<file path="src/rtl/p2a_pkg.sv">
// p2a_pkg: shared definitions for the DDFS phase-to-amplitude table loader.
//   - table geometry (P2A_AW address bits, P2A_DW data bits)
//   - wave_sel source encodings
//   - Q1.15 reference constants
//   - loader state enum (also exported on the loader's debug port)
package p2a_pkg;

  localparam int P2A_AW = 8;
  localparam int P2A_DW = 16;

  localparam logic [1:0] WAVE_SAW    = 2'd0;
  localparam logic [1:0] WAVE_TRI    = 2'd1;
  localparam logic [1:0] WAVE_SQR    = 2'd2;
  localparam logic [1:0] WAVE_STREAM = 2'd3;

  localparam logic [15:0] Q15_MAX     = 16'h7FFF;
  localparam logic [15:0] Q15_MIN_SYM = 16'h8001;
  localparam logic [15:0] Q15_NEG1    = 16'h8000;

  typedef enum logic [2:0] {
    ST_IDLE  = 3'd0,
    ST_GEN   = 3'd1,
    ST_RX_LO = 3'd2,
    ST_RX_HI = 3'd3,
    ST_DONE  = 3'd4
  } p2a_state_e;

endpackage

</file>
<file path="src/rtl/p2a_if.sv">
// p2a_if: write port of the phase-to-amplitude RAM.
//   we    : write enable, one entry written per cycle it is high
//   waddr : table address
//   din   : Q1.15 sample
// master = table writer (p2a_loader), slave = RAM.
interface p2a_if #(
  parameter int AW = 8,
  parameter int DW = 16
) ();
  logic          we;
  logic [AW-1:0] waddr;
  logic [DW-1:0] din;

  modport master (output we, output waddr, output din);
  modport slave  (input  we, input  waddr, input  din);
endinterface

</file>
<file path="src/rtl/p2a_wave_gen.sv">
// p2a_wave_gen: combinational built-in waveform sample for one table address.
//   addr_i     : table address (phase)
//   wave_sel_i : WAVE_SAW / WAVE_TRI / WAVE_SQR (stream code yields -1.0)
//   sample_o   : Q1.15 sample
module p2a_wave_gen
  import p2a_pkg::*;
#(
  parameter int AW = P2A_AW,
  parameter int DW = P2A_DW
) (
  input  logic [AW-1:0] addr_i,
  input  logic [1:0]    wave_sel_i,
  output logic [DW-1:0] sample_o
);

  localparam logic [DW-1:0] S_NEG1    = {1'b1, {(DW-1){1'b0}}};
  localparam logic [DW-1:0] S_MAX     = ~S_NEG1;
  localparam logic [DW-1:0] S_MIN_SYM = S_NEG1 | {{(DW-1){1'b0}}, 1'b1};

  logic [AW-2:0] tri_j;

  always_comb begin
    // Fold the upper half back down so the ramp descends symmetrically.
    tri_j = addr_i[AW-1] ? ~addr_i[AW-2:0] : addr_i[AW-2:0];
    // Offset binary -> two's complement by flipping the sign bit.
    case (wave_sel_i)
      WAVE_SAW: sample_o = {addr_i, {(DW-AW){1'b0}}} ^ S_NEG1;
      WAVE_TRI: sample_o = {tri_j, {(DW-AW+1){1'b0}}} ^ S_NEG1;
      WAVE_SQR: sample_o = addr_i[AW-1] ? S_MIN_SYM : S_MAX;
      default:  sample_o = S_NEG1;
    endcase
  end

endmodule

</file>
<file path="src/rtl/p2a_loader.sv">
// p2a_loader: fills all 2**AW entries of the p2a RAM, either from a built-in
// waveform (one write per cycle) or from a little-endian byte stream.
//   clk, reset : clock, asynchronous active-high reset
//   start      : one-cycle load request, honoured only in IDLE
//   wave_sel   : source latched at start (saw/tri/square/stream)
//   abort      : ends a load in progress, no done_tick
//   rx_valid   : rx_data qualifier
//   rx_data    : stream byte, low byte of each word first
//   p2a        : RAM write port (master)
//   busy       : load in progress
//   done_tick  : one-cycle pulse after the last entry was written
//   dbg_state  : current FSM state
//
// Handshake: rx_valid is a pure one-cycle strobe with no back-pressure; each
// cycle rx_valid is high carries exactly one byte, and a byte arriving in a
// state that does not expect one is dropped.
module p2a_loader
  import p2a_pkg::*;
#(
  parameter int AW = P2A_AW,
  parameter int DW = P2A_DW
) (
  input  logic         clk,
  input  logic         reset,
  input  logic         start,
  input  logic [1:0]   wave_sel,
  input  logic         abort,
  input  logic         rx_valid,
  input  logic [7:0]   rx_data,
  p2a_if.master        p2a,
  output logic         busy,
  output logic         done_tick,
  output p2a_state_e   dbg_state
);

  localparam logic [AW-1:0] LAST_ADDR = {AW{1'b1}};

  p2a_state_e    state_q, state_d;
  logic [AW-1:0] cnt_q, cnt_d;
  logic [1:0]    sel_q, sel_d;
  logic [7:0]    lo_q, lo_d;
  logic          we_q, we_d;
  logic [AW-1:0] waddr_q, waddr_d;
  logic [DW-1:0] din_q, din_d;
  logic          busy_q, busy_d;
  logic          done_q, done_d;

  logic [AW-1:0] gen_addr;
  logic [1:0]    gen_sel;
  logic [DW-1:0] gen_sample;

  // Entry 0 is issued directly from IDLE so it lands in the cycle after start;
  // GEN then continues from address 1.
  assign gen_addr = (state_q == ST_IDLE) ? '0 : cnt_q;
  assign gen_sel  = (state_q == ST_IDLE) ? wave_sel : sel_q;

  p2a_wave_gen #(.AW(AW), .DW(DW)) u_wave_gen (
    .addr_i     (gen_addr),
    .wave_sel_i (gen_sel),
    .sample_o   (gen_sample)
  );

  always_comb begin
    state_d = state_q;
    cnt_d   = cnt_q;
    sel_d   = sel_q;
    lo_d    = lo_q;
    we_d    = 1'b0;
    waddr_d = waddr_q;
    din_d   = din_q;
    done_d  = 1'b0;

    case (state_q)
      ST_IDLE: begin
        if (start && !abort) begin
          sel_d = wave_sel;
          cnt_d = '0;
          if (wave_sel == WAVE_STREAM) begin
            state_d = ST_RX_LO;
          end else begin
            we_d    = 1'b1;
            waddr_d = '0;
            din_d   = gen_sample;
            cnt_d   = {{(AW-1){1'b0}}, 1'b1};
            state_d = ST_GEN;
          end
        end
      end
      ST_GEN: begin
        we_d    = 1'b1;
        waddr_d = cnt_q;
        din_d   = gen_sample;
        cnt_d   = cnt_q + 1'b1;
        if (cnt_q == LAST_ADDR) state_d = ST_DONE;
      end
      ST_RX_LO: begin
        if (rx_valid) begin
          lo_d    = rx_data;
          state_d = ST_RX_HI;
        end
      end
      ST_RX_HI: begin
        if (rx_valid) begin
          we_d    = 1'b1;
          waddr_d = cnt_q;
          din_d   = DW'({rx_data, lo_q});
          cnt_d   = cnt_q + 1'b1;
          state_d = (cnt_q == LAST_ADDR) ? ST_DONE : ST_RX_LO;
        end
      end
      ST_DONE: begin
        done_d  = 1'b1;
        state_d = ST_IDLE;
      end
      default: state_d = ST_IDLE;
    endcase

    // Abort overrides any write or completion scheduled this cycle and
    // discards a half-received word.
    if (abort && (state_q != ST_IDLE)) begin
      state_d = ST_IDLE;
      we_d    = 1'b0;
      waddr_d = waddr_q;
      din_d   = din_q;
      done_d  = 1'b0;
      lo_d    = '0;
    end

    busy_d = (state_d != ST_IDLE);
  end

  always_ff @(posedge clk or posedge reset) begin
    if (reset) begin
      state_q <= ST_IDLE;
      cnt_q   <= '0;
      sel_q   <= '0;
      lo_q    <= '0;
      we_q    <= 1'b0;
      waddr_q <= '0;
      din_q   <= '0;
      busy_q  <= 1'b0;
      done_q  <= 1'b0;
    end else begin
      state_q <= state_d;
      cnt_q   <= cnt_d;
      sel_q   <= sel_d;
      lo_q    <= lo_d;
      we_q    <= we_d;
      waddr_q <= waddr_d;
      din_q   <= din_d;
      busy_q  <= busy_d;
      done_q  <= done_d;
    end
  end

  assign p2a.we    = we_q;
  assign p2a.waddr = waddr_q;
  assign p2a.din   = din_q;
  assign busy      = busy_q;
  assign done_tick = done_q;
  assign dbg_state = state_q;

endmodule

</file>
<file path="src/flat_wrapper.sv">
// flat-port wrapper written by rule: the top's interface ports become plain ports
module p2a_loader_flat import p2a_pkg::*;
#(
  parameter int AW = P2A_AW,
  parameter int DW = P2A_DW
)
  (clk, reset, start, wave_sel, abort, rx_valid, rx_data, busy, done_tick, dbg_state, p2a_we, p2a_waddr, p2a_din);
  p2a_if #(.AW(AW), .DW(DW)) p2a_i ();
  input  logic clk;
  input  logic reset;
  input  logic start;
  input  logic [1:0] wave_sel;
  input  logic abort;
  input  logic rx_valid;
  input  logic [7:0] rx_data;
  output logic busy;
  output logic done_tick;
  output p2a_state_e dbg_state;
  output wire logic [$bits(p2a_i.we)-1:0] p2a_we;
  output wire logic [$bits(p2a_i.waddr)-1:0] p2a_waddr;
  output wire logic [$bits(p2a_i.din)-1:0] p2a_din;
  assign p2a_we = p2a_i.we;
  assign p2a_waddr = p2a_i.waddr;
  assign p2a_din = p2a_i.din;
  p2a_loader #(.AW(AW), .DW(DW)) u_core (.clk(clk), .reset(reset), .start(start), .wave_sel(wave_sel), .abort(abort), .rx_valid(rx_valid), .rx_data(rx_data), .p2a(p2a_i), .busy(busy), .done_tick(done_tick), .dbg_state(dbg_state));
endmodule
</file>
<file path="config.mk">
export PLATFORM = sky130hd
export DESIGN_NAME = p2a_loader_flat
export DESIGN_NICKNAME = d
export VERILOG_FILES = /design/src/rtl/p2a_pkg.sv /design/src/rtl/p2a_if.sv /design/src/rtl/p2a_wave_gen.sv /design/src/rtl/p2a_loader.sv /design/src/flat_wrapper.sv
export SDC_FILE = /design/constraint.sdc
export NUM_CORES = 1
export LEC_CHECK = 0
export BUFFER_PORTS_ARGS = -buffer_cell sky130_fd_sc_hd__buf_2
export CORE_UTILIZATION = 44
export CTS_BUF_LIST = sky130_fd_sc_hd__clkbuf_4
export DETAILED_ROUTE_END_ITERATION = 7
export PLACE_DENSITY = 0.65
export SYNTH_ARGS = -nofsm -noshare
export SYNTH_HDL_FRONTEND = slang
export SYNTH_SLANG_ARGS = --single-unit
</file>
<file path="constraint.sdc">
create_clock -name clk -period 2.1 [get_ports clk]
set_clock_uncertainty 0.05 [all_clocks]
set_input_delay 0.42 -clock clk [delete_from_list [all_inputs] [get_ports clk]]
set_output_delay 0.42 -clock clk [all_outputs]
set_load 0.01 [all_outputs]
</file>
After elaboration in Yosys (flattened, before gate mapping)
Cells that the tools add are included.

operators by class
  equal/unequal tests = 11
  add/subtract/negate cells = 1
  order comparisons = 0
  shift operators = 0
  reduce and logical (&&, ||, !) cells = 14
  muxes and demuxes = 35
  multiply operators = 0
  div/mod/pow operators = 0
  bitwise gates (word level) = 4

operator list
  kind                   count
  $pmux W16 S3           2
  $mux W8                9
  $mux W16               4
  $pmux W8 S3            2
  $mux W3                6
  $pmux W3 S4            1
  $reduce_bool A3 Y1     3
  $add A8 B1 Y8 const B  1
  $eq A8 B8 Y1 const B   1
  $mux W1                7
  $mux W7                1
  $not A7 Y7             1
  $eq A3 B2 Y1 const B   2
  $ne A2 B2 Y1 const B   3
  $reduce_and A5 Y1      1
  $eq A2 B2 Y1 const B   2
  $mux W2                2
  $reduce_and A2 Y1      2
  $reduce_bool A2 Y1     2
  $eq A3 B1 Y1 const B   1
  $eq A3 B3 Y1 const B   1
  $logic_not A3 Y1       1
  $not A1 Y1             3
  $pmux W1 S3            1
  other kinds (5)        6

word-level totals
  word-level logic and storage cells = 74
  memories kept = 0
  bits in read-only memories = 0
  RAM bits = 0
  register bits after elaboration = 48
  bits in latches = 0
  output and inout bits = 30
  input bits = 15

Longest topological paths before layout
Gate-level depths: netlist (run 1).

  word-level depth = 9
  mapped depth = 6

Hierarchy
From an unflattened synthesis (run 1), not the netlist that was laid out.

unflattened totals
  cell total of the unflattened synthesis = 262
  area, all modules = 2,770.2 um2

by module, submodules not included
  module        area an instance (um2)  instances  cells an instance  sequential area each (um2)
  p2a_loader    2,404.8                 1          218                1,201.2
  p2a_wave_gen  365.4                   1          44                 0.0

Worst setup path before layout (run 1)
Ideal clock, no wire load.

  kind = reg2reg
  start = register u_core.state_q[0] (netlist: u_core.dbg_state[0])
  end = register u_core.din_q[15] (netlist: u_core.p2a.din[15])
  path slack = 0.227 ns
  stages on the path, launching flop included = 6
  arrival time = 1.701 ns
  clock period less this slack = 1.873 ns
  buffers on the path = 1
  path through = dfrtp_1 or3_1 buf_4 mux2i_1 mux2_2 a32o_1

between the ends
  longest elaborated chain between the ends = 9
  elaborated cells between the ends (all ways) = 25
  those cells by class = 7 x eq/ne; 8 x mux; 4 x bitwise; 6 x reduce/logical

ends and longest elaborated chain
  what                    line                                                  RTL
  start, declared         p2a_loader.sv:38                                      p2a_state_e state_q, state_d;
  start signal, assigned  p2a_loader.sv:144                                     state_q <= state_d;
  $logic_not A3 Y1        p2a_loader.sv:54, p2a_loader.sv:55, p2a_loader.sv:73
  $mux W8                 p2a_loader.sv:54                                      assign gen_addr = (state_q == ST_IDLE) ? '0 : cnt_q;
  $not A7 Y7              p2a_wave_gen.sv:24                                    tri_j = addr_i[AW-1] ? ~addr_i[AW-2:0] : addr_i[AW-2:0];
  $mux W7                 p2a_wave_gen.sv:24
  $not A1 Y1 (no line)    -
  $pmux W16 S3            p2a_wave_gen.sv:26                                    case (wave_sel_i)
  $mux W16                p2a_loader.sv:78                                      if (wave_sel == WAVE_STREAM) begin
  $mux W16                p2a_loader.sv:75                                      if (start && !abort) begin
  $pmux W16 S3            p2a_loader.sv:73                                      case (state_q)
  end signal, assigned    p2a_loader.sv:150                                     din_q <= din_d;
  end, declared           p2a_loader.sv:44                                      logic [DW-1:0] din_q, din_d;

Several ways; a longest one is shown, not always the timed one. The select of a mux whose other input is x is not followed.
A chain may end at the register's enable or synchronous reset.

Final worst setup path (run 1)
  start = register u_core.state_q[1] (netlist: u_core.dbg_state[1])
  end = register u_core.cnt_q[7]

between the ends
  longest elaborated chain between the ends = 3
  elaborated cells between the ends (all ways) = 8
  those cells by class = 4 x eq/ne; 1 x mux; 3 x reduce/logical

ends and longest elaborated chain
  what                                                                 line               RTL
  $eq A3 B2 Y1 (tied with other cells)                                 p2a_loader.sv:73
  $ne A2 B2 Y1 (no line) / $reduce_bool A3 Y1 (equally long branches)  -
  $reduce_and A3 Y1 (no line)                                          -
  end signal, assigned                                                 p2a_loader.sv:145  cnt_q <= cnt_d;
  end, declared                                                        p2a_loader.sv:39   logic [AW-1:0] cnt_q, cnt_d;

Several ways; a longest one is shown, not always the timed one.

==> run summary, run 1 <==
status -> finished clean
total wire length -> 6164 um
IO buf count -> 44
Synth Instances -> 282
Overflow after GRT -> 0
clock buffer depth -> 2
die area -> 6191 um^2
CP Capture Type -> register
synth top area cells -> dfrtp_1, nand2_1, nor2_1
H-tree Lvls -> 2
die height -> 78.69 um
most common cell after layout, fill and taps aside -> dfrtp_1
Total GRT Usage -> 0.2212
commonest cells after routing, fill and taps aside -> dfrtp_1, buf_2, nand2_1
Yosys Warn Count -> 0
largest net degree at the start of global routing -> 28
min-delay worst type -> input pin to async pin
Leak -> 1.351 nW
Final min period -> 1.933 ns
Synthesized Nets -> 298
clock latency on the worst-skew pair -> 0.37 ns
CP Data Required Time -> 2.32 ns
GP Congestion -> 0.8898
Initial Utilization -> 0.4642
Syn Std Cell Area -> 2587 um^2
ys flop type -> dfrtp_1
Post-CTS Setup Repair Bufs -> 0
Final Util -> 0.5374
Distinct cells, synth -> 50
worst vdd ir -> 0.6118 mV
Seq/Total Area, Yosys -> 0.4642
count of filler cells inserted in the layout -> 535
wire length per cell -> 15.53 um
Final nets -> 340
DR iter-0 viols -> 77
Most Crowded Layer GR -> met2
Via density -> 5.587
final hold vios -> 0
share of cells above drive strength 1 -> 0.2492
drt drc -> 0
Slew Viols, Final -> 0
Core ar. -> 5574 um^2
RSZ-0062 raised after global routing -> false
# setup viols final -> 0
FFs w/ async S/R, synth -> 1.000
Die Wd -> 78.69 um
largest area contributor in the netlist -> dfrtp_1
met1 usage -> 0.3269
DP Wirelength -> 4542 um
crit-path max FO -> 12
Area Overhead vs Synth -> 15.76%
Clock Pin Slew Worst Setup and Hold Paths -> 0.14 ns
I/O pins -> 45
CP Class -> register to register
Root Buffer -> clkbuf_4
GR met3 Demand/Resource -> 0.03605
Fmax -> 0.5172 GHz
met2 usage -> 0.3383
number of global-route vias before repair -> 2,085
Worst-Margin Slew -> 0.6163 ns
Mapped Avg Cell Area -> 9.175 um^2
max-cap violations -> 0
final setup TNS -> 0 ns
Rows -> 27
Critical Path Start Type -> register
#FFs+latches synth -> 48
Post-synth EDFFs -> 0
CP arrival -> 2.16 ns
antenna viol nets, final -> 0
share of the synthesized area in the top cell type -> 0.4642
antenna cells -> 0
CTS tree -> done
post-cts sizing count -> 0
pwr/cell area -> 1254 nW/um^2
final worst-path setup slack -> 0.1666 ns
pre-CTS setup slack -> 0.1843 ns
drt pass-1 iters -> 5
period utilization -> 0.9207
CTS Buf Count -> 5
cts hold-fix bufs -> 0
Slew HR -> 0.5886
DR vias -> 2,218
CTS sink cnt -> 48
antenna violations before repair -> 0
global-route wire length before repair -> 10,580 um
==> area by class of cell <==
| class | count | area, um^2 | area share |
|---|---|---|---|
| Timing Repair Buffer | 58 | 337.8 | 0.1128 |
| Sequential cell | 48 | 1201 | 0.4010 |
| Clock buffer | 5 | 37.54 | 0.01253 |
| Inverter | 8 | 30.03 | 0.01003 |
| Multi-Input combinational cell | 203 | 1256 | 0.4194 |
| Tap cell | 72 | 90.09 | 0.03008 |
| Clock inverter | 3 | 42.54 | 0.01420 |
==> cell usage after synthesis, types with 2 or more instances <==
cell type and instances:
clkbuf_1 12, xor2_1 2, a21oi_1 12, or3_1 3, o31ai_1 5, o21a_1 2, a311oi_1 2, o21ai_0 8
nor2b_1 4, dfrtp_1 48, nor2_1 33, mux2_2 3, o221ai_1 7, xnor2_1 7, a211oi_1 8, nand3_1 12
nand2_1 43, inv_1 7, nor4_1 3, buf_2 7, a31oi_1 8, or4_1 3, mux2i_1 11, buf_1 2
nand2b_1 5
==> state kept, by name, indices dropped and copies added (netlist names) <==
register and flops:
u_core.p2a.we 1, u_core.cnt_q 8, u_core.lo_q 8, u_core.busy 1, u_core.p2a.waddr 8, u_core.done_tick 1
u_core.dbg_state 3, u_core.p2a.din 16, u_core.sel_q 2
==> metal layers <==
metal	part of all wire	vias up	routed length, um
met4	0.0075	0	46
met3	0.048	4	295
met2	0.45	66	2800
met5	0	-	0
met1	0.49	1072	3021
li1	-	1076	-
==> power breakdown <==
part	internal [mW]	switching [mW]	total, mW
Clock	0.249	0.305	0.554
Combinational	0.704	0.989	1.69
Sequential	1.23	0.278	1.51
Total	2.19	1.57	3.76
==> cell families after synthesis <==
family,Yosys count,share of synthesized area
AOI/OAI and AO/OA,61,0.1722
xor gates and xnor gates,9,0.03047
adders and majority gates,1,0.004835
buffers and inverters,31,0.05271
DFF,48,0.4642
muxes,14,0.05561
and+or+nand+nor,118,0.2200
==> worst paths after layout <==
path	startpoint	endpoint	slack, ns	cells past startpoint
worst max-delay path	u_core.dbg_state[1]$_DFF_PP0_	u_core.cnt_q[7]$_DFFE_PP0P_	0.17	5
worst min-delay path	reset	u_core.sel_q[0]$_DFFE_PP0P_	0.06	2
worst max register to register	u_core.dbg_state[1]$_DFF_PP0_	u_core.cnt_q[7]$_DFFE_PP0P_	0.17	5
worst min register to register	u_core.p2a.waddr[6]$_DFFE_PP0P_	u_core.p2a.waddr[6]$_DFFE_PP0P_	0.43	2
max in group asynchronous	reset	u_core.p2a.waddr[6]$_DFFE_PP0P_	1.40	3
min in group clk	rx_data[0]	u_core.p2a.din[8]$_DFFE_PP0P_	0.24	3
==> worst max-delay path: stages, from the launching register on <==
cell and delay (ns):
dfrtp_1 0.46, buf_4 0.21, nand2b_1 0.16, a21oi_1 0.54
nor4_1 0.13, mux2_2 0.29
==> through the flow <==
step	instances	power, mW	hold slack [ns]	cell area, um^2
CTS	397	3.775	0.07083	2995
finish	397	3.757	0.05642	2995
floorplan	282	2.662	0.4361	2587
global route	397	4.079	0.09474	2995
detailed placement	389	3.223	0.4028	2915
global placement	389	3.195	0.3967	2915
Power figures use the tool's default switching activity.
==> run 2: changes to the inputs <==
- MAX_ROUTING_LAYER: unset -> met4
==> run summary, run 2 (synthesized netlist as in run 1, its figures left out) <==
pwr/cell area -> 1224 nW/um^2
I/O pins -> 45
worst vdd ir -> 0.5646 mV
area of the multi-input gates -> 1256 um^2
largest net degree at the start of global routing -> 30
Overflow after GRT -> 0
H-tree Lvls -> 2
IO buf count -> 44
DR iter-0 viols -> 128
count of filler cells inserted in the layout -> 560
Initial Utilization -> 0.4642
# setup viols final -> 0
final setup TNS -> 0 ns
Slew HR -> 0.5991
global-route wire length before repair -> 10,320 um
DR vias -> 2,209
clock buffer depth -> 2
Slew Viols, Final -> 0
RSZ-0062 raised after global routing -> false
Die Wd -> 78.69 um
Leak -> 1.347 nW
drt pass-1 iters -> 4
Critical Path Start Type -> register
antenna cells -> 0
drt drc -> 0
Via density -> 5.550
max-cap violations -> 0
die height -> 78.69 um
min-delay worst type -> input pin to register
antenna violations before repair -> 0
number of global-route vias before repair -> 2,034
final non-filler cell total -> 398
status -> finished clean
CTS sink cnt -> 48
CP Data Required Time -> 2.32 ns
GP Congestion -> 0.9087
Worst-Margin Slew -> 0.6014 ns
die area -> 6191 um^2
clock latency on the worst-skew pair -> 0.37 ns
total wire length -> 6116 um
Area Overhead vs Synth -> 15.18%
CP Class -> register to register
Root Buffer -> clkbuf_4
CP arrival -> 2.16 ns
Clock Pin Slew Worst Setup and Hold Paths -> 0.15 ns
CTS Buf Count -> 5
share of cells above drive strength 1 -> 0.2454
Final nets -> 341
commonest cells after routing, fill and taps aside -> dfrtp_1, buf_2, nand2_1
max FFs per register -> 16
Core ar. -> 5574 um^2
CP Capture Type -> register
FF/Latch Area -> 1201 um^2
period utilization -> 0.9236
antenna viol nets, final -> 0
crit-path max FO -> 12
DP Wirelength -> 4555 um
final hold vios -> 0
Final min period -> 1.940 ns
Rows -> 27
wire length per cell -> 15.37 um
Total GRT Usage -> 0.2248
placed cells -> 389
CTS tree -> done
Tot Pwr -> 3.648 mW
Fmax -> 0.5156 GHz
most common cell after layout, fill and taps aside -> dfrtp_1
## run 2: cell count changes in the layout (fill, tap and decap cells not counted)
cell,previous run,this run
bufinv_16,1,0
clkinv_1,0,1
clkinvlp_4,1,0
dlygate4sd3_1,0,1
inv_6,0,1
## run 2: area by class of cell
type | count | area share
multi-input cells | 203 | 0.4215
flip-flops and latches | 48 | 0.4030
repair buffers | 59 | 0.1167
well taps | 72 | 0.03023
clock buffers | 5 | 0.01259
inverters | 8 | 0.01008
clock inverters | 3 | 0.005877
## run 2: worst max-delay path, stage by stage, from the launching register on
cell and delay, ns:
dfrtp_1 0.47, buf_4 0.20, nand2b_1 0.17, a21oi_1 0.22, nor4_1 0.35, mux2_2 0.37
## run 2: through the flow
step | instance area [um^2] | hold WS [ns] | util | setup WS [ns]
6_report | 2980 | 0.2445 | 0.5347 | 0.1604
5_1_grt | 2980 | 0.2413 | 0.5347 | 0.02870
4_1_cts | 2980 | 0.2342 | 0.5347 | 0.1541
3_5_place_dp | 2915 | 0.4010 | 0.5230 | 0.1846
3_3_place_gp | 2915 | 0.3988 | 0.5230 | 0.2378
2_1_floorplan | 2587 | 0.4361 | - | 0.2273
## run 2: power by group
part | switching, mW | internal, mW
Sequential | 0.286 | 1.23
Combinational | 0.983 | 0.708
Clock | 0.310 | 0.130
## run 2: what timing repair did
action | in CTS | in global routing
buffers inserted | 0 | 0
hold buffers | 1 | 0
endpoints found under the setup margin | 0 | 0
gates resized for setup | 0 | 0
endpoints found under the hold margin | 19 | 0
## run 2: routing by layer
metal	vias to the layer above	wire (um)	track usage
li1	1077	-	-
met1	1069	3033	0.3199
met2	55	2741	0.3296
met3	8	253	0.03605
met4	0	88	0.06667
met5	-	0	-
## run 2: worst paths after layout
kind | startpoint | to | depth (start not counted) | slack, ns
worst max-delay path | u_core.dbg_state[1]$_DFF_PP0_ | u_core.cnt_q[7]$_DFFE_PP0P_ | 5 | 0.16
min in group asynchronous | reset | u_core.p2a.waddr[5]$_DFFE_PP0P_ | 3 | 0.53
worst max register to register | u_core.dbg_state[1]$_DFF_PP0_ | u_core.cnt_q[7]$_DFFE_PP0P_ | 5 | 0.16
worst min-delay path | rx_data[0] | u_core.p2a.din[8]$_DFFE_PP0P_ | 3 | 0.24
max in group asynchronous | reset | u_core.p2a.din[5]$_DFFE_PP0P_ | 4 | 0.96
worst min register to register | u_core.p2a.waddr[6]$_DFFE_PP0P_ | u_core.p2a.waddr[6]$_DFFE_PP0P_ | 2 | 0.43
==> run 3: changes to the inputs <==
- ABC_AREA: unset -> 1
- PLACE_DENSITY: 0.65 -> unset
==> run summary, run 3 <==
status -> finished clean
crit-path max FO -> 18
Distinct cells, synth -> 30
count of filler cells inserted in the layout -> 600
Final nets -> 387
number of global-route vias before repair -> 2,109
final setup TNS -> 0 ns
Fmax -> 0.5338 GHz
drt pass-1 iters -> 4
CP Depth -> 9
H-tree Lvls -> 2
Die Wd -> 80.30 um
Initial Utilization -> 0.4556
DR vias -> 2,288
DR iter-0 viols -> 162
Total GRT Usage -> 0.2232
Cell Chain, Critical Path -> nor2_2 -> nand2_4 -> inv_4 -> nor2_4 -> inv_4 -> nand2_8 -> buf_4 -> nand2_1 -> o31ai_2
most common cell after layout, fill and taps aside -> nand2_1
# setup viols final -> 0
CTS Buf Count -> 5
#FFs+latches synth -> 48
R2R Path End -> u_core.p2a.waddr[7]$_DFFE_PP0P_
CP Class -> register to register
die height -> 80.30 um
largest area contributor in the netlist -> dfrtp_1
synth top area cells -> dfrtp_1, nand2_1, nand3_1
share of the synthesized area in the top cell type -> 0.4453
Syn Std Cell Area -> 2698 um^2
worst reg2reg setup slack -> 0.23 ns
pwr/cell area -> 1431 nW/um^2
Leak -> 1.550 nW
Buf+Inv Stages, Crit Path -> 3
Synthesized Nets -> 338
max-cap violations -> 0
min-delay worst type -> input pin to async pin
commonest cells after routing, fill and taps aside -> nand2_1, dfrtp_1, buf_2
DP Wirelength -> 4752 um
CP Capture Type -> register
FFs w/ async S/R, synth -> 1.000
clock buffer depth -> 2
critical path's most frequent cell -> inv_4
Core ar. -> 5921 um^2
Seq/Total Area, Yosys -> 0.4453
Critical Path Start Type -> register
Worst-Margin Slew -> 0.4649 ns
Rows -> 28
Reg2Reg Depth -> 9
CTS tree -> done
max FFs per register -> 16
pre-CTS setup slack -> 0.1706 ns
Reg-to-Reg Start -> u_core.dbg_state[1]$_DFF_PP0_
GP Congestion -> 0.8779
slowest stage delay, CP -> 0.45 ns
Area Overhead vs Synth -> 13.96%
drt drc -> 0
Post-synth EDFFs -> 0
ys flop type -> dfrtp_1
most numerous cell in the Yosys netlist -> nand2_1
Root Buffer -> clkbuf_4
Synth Instances -> 322
Mapped Avg Cell Area -> 8.378 um^2
wire length per cell -> 14.16 um
Final min period -> 1.873 ns
share of cells above drive strength 1 -> 0.3118
period utilization -> 0.8921
critical path's slowest cell -> dfrtp_1
global-route wire length before repair -> 10,540 um
total wire length -> 6331 um
Clock Pin Slew Worst Setup and Hold Paths -> 0.14 ns
CTS sink cnt -> 48
clock latency on the worst-skew pair -> 0.36 ns
cts hold-fix bufs -> 0
Slew HR -> 0.6900
final worst-path setup slack -> 0.2265 ns
largest net degree at the start of global routing -> 26
CP Data Required Time -> 2.34 ns
antenna violations before repair -> 0
worst vdd ir -> 0.9046 mV
antenna cells -> 0
die area -> 6448 um^2
CP arrival -> 2.11 ns
Slew Viols, Final -> 0
Via density -> 5.119
IO buf count -> 44
RSZ-0062 raised after global routing -> false
Yosys Warn Count -> 0
antenna viol nets, final -> 0
Overflow after GRT -> 0
I/O pins -> 45
most frequent cells after synthesis -> nand2_1, dfrtp_1, inv_1, nand3_1, nor2_1
delay-heaviest family, CP -> simple AND/OR/NAND/NOR gates
final hold vios -> 0
==> run 3: cell count changes in the layout (fill, tap and decap cells not counted), sizes merged, moves of 11 or more <==
cell | previous run | this run
nand2 | 43 | 79
a21oi | 12 | 40
inv | 9 | 38
o21ai | 9 | 20
nand3 | 13 | 31
mux2i | 11 | 0
==> run 3: final cells by class <==
| type | count | area [um^2] | share of cell area |
|---|---|---|---|
| clock buffers | 5 | 37.54 | 0.01221 |
| clock inverters | 3 | 37.54 | 0.01221 |
| inverters | 39 | 157.7 | 0.05128 |
| multi-input cells | 227 | 1281 | 0.4168 |
| flip-flops and latches | 48 | 1201 | 0.3907 |
| well taps | 75 | 93.84 | 0.03053 |
| repair buffers | 50 | 265.3 | 0.08628 |
==> run 3: repair_timing <==
item / in CTS / in global routing
setup buffers: 0 / 0
resized for setup: 0 / 2
setup endpoints to repair: 0 / 15
==> run 3: where the power goes <==
group          internal [mW]  switching, mW  total (mW)
Sequential              1.27          0.221        1.50
Clock                  0.243          0.291       0.535
Combinational          0.804           1.57        2.37
Total                   2.32           2.08        4.40
==> run 3: how the worst max path moves through the flow <==
stage / from / endpoint / slack, ns
after floorplan: u_core.dbg_state[0]$_DFF_PP0_ / u_core.p2a.din[1]$_DFFE_PP0P_ / 0.46
after global placement: u_core.dbg_state[2]$_DFF_PP0_ / u_core.p2a.din[15]$_DFFE_PP0P_ / 0.24
after detailed placement: u_core.dbg_state[1]$_DFF_PP0_ / u_core.p2a.din[15]$_DFFE_PP0P_ / 0.17
after CTS: u_core.dbg_state[1]$_DFF_PP0_ / u_core.p2a.din[4]$_DFFE_PP0P_ / 0.14
after global routing: u_core.dbg_state[1]$_DFF_PP0_ / u_core.p2a.waddr[0]$_DFFE_PP0P_ / 0.01
final: u_core.dbg_state[1]$_DFF_PP0_ / u_core.p2a.waddr[7]$_DFFE_PP0P_ / 0.23
==> run 3: metrics by stage <==
| stage | hold slack (ns) | cells | utilization | instance area (um^2) | total power, mW |
|---|---|---|---|---|---|
| detailed placement | 0.4213 | 439 | 0.5055 | 2993 | 3.891 |
| floorplan | 0.4190 | 322 | - | 2698 | 3.330 |
| global placement | 0.4083 | 439 | 0.5055 | 2993 | 3.861 |
| CTS | 0.02138 | 447 | 0.5182 | 3068 | 4.440 |
| global route | 0.03816 | 447 | 0.5192 | 3074 | 4.771 |
| finish | 0.02173 | 447 | 0.5192 | 3074 | 4.399 |
==> run 3: routing by layer <==
layer,track usage,wire [um],vias up
li1,-,-,1152
met1,0.3125,3106,1075
met2,0.3291,2859,55
met3,0.04091,303,6
met4,0.06607,62,0
met5,-,0,-
==> run 3: kinds of logic (layout without fill, tap and decap cells) <==
family | after synthesis | count (layout) | share of synthesized area
flip-flops | 48 | 48 | 0.4453
buffers and inverters | 47 | 97 | 0.08070
AND/OR/NAND/NOR | 157 | 157 | 0.2978
AO/OA/AOI/OAI | 69 | 69 | 0.1716
adder cells (fa/ha/maj) | 1 | 1 | 0.004637
==> run 3: tightest hold or removal path: stages <==
cell and delay [ns]:
buf_2 0.10, inv_2 0.04, buf_4 0.29
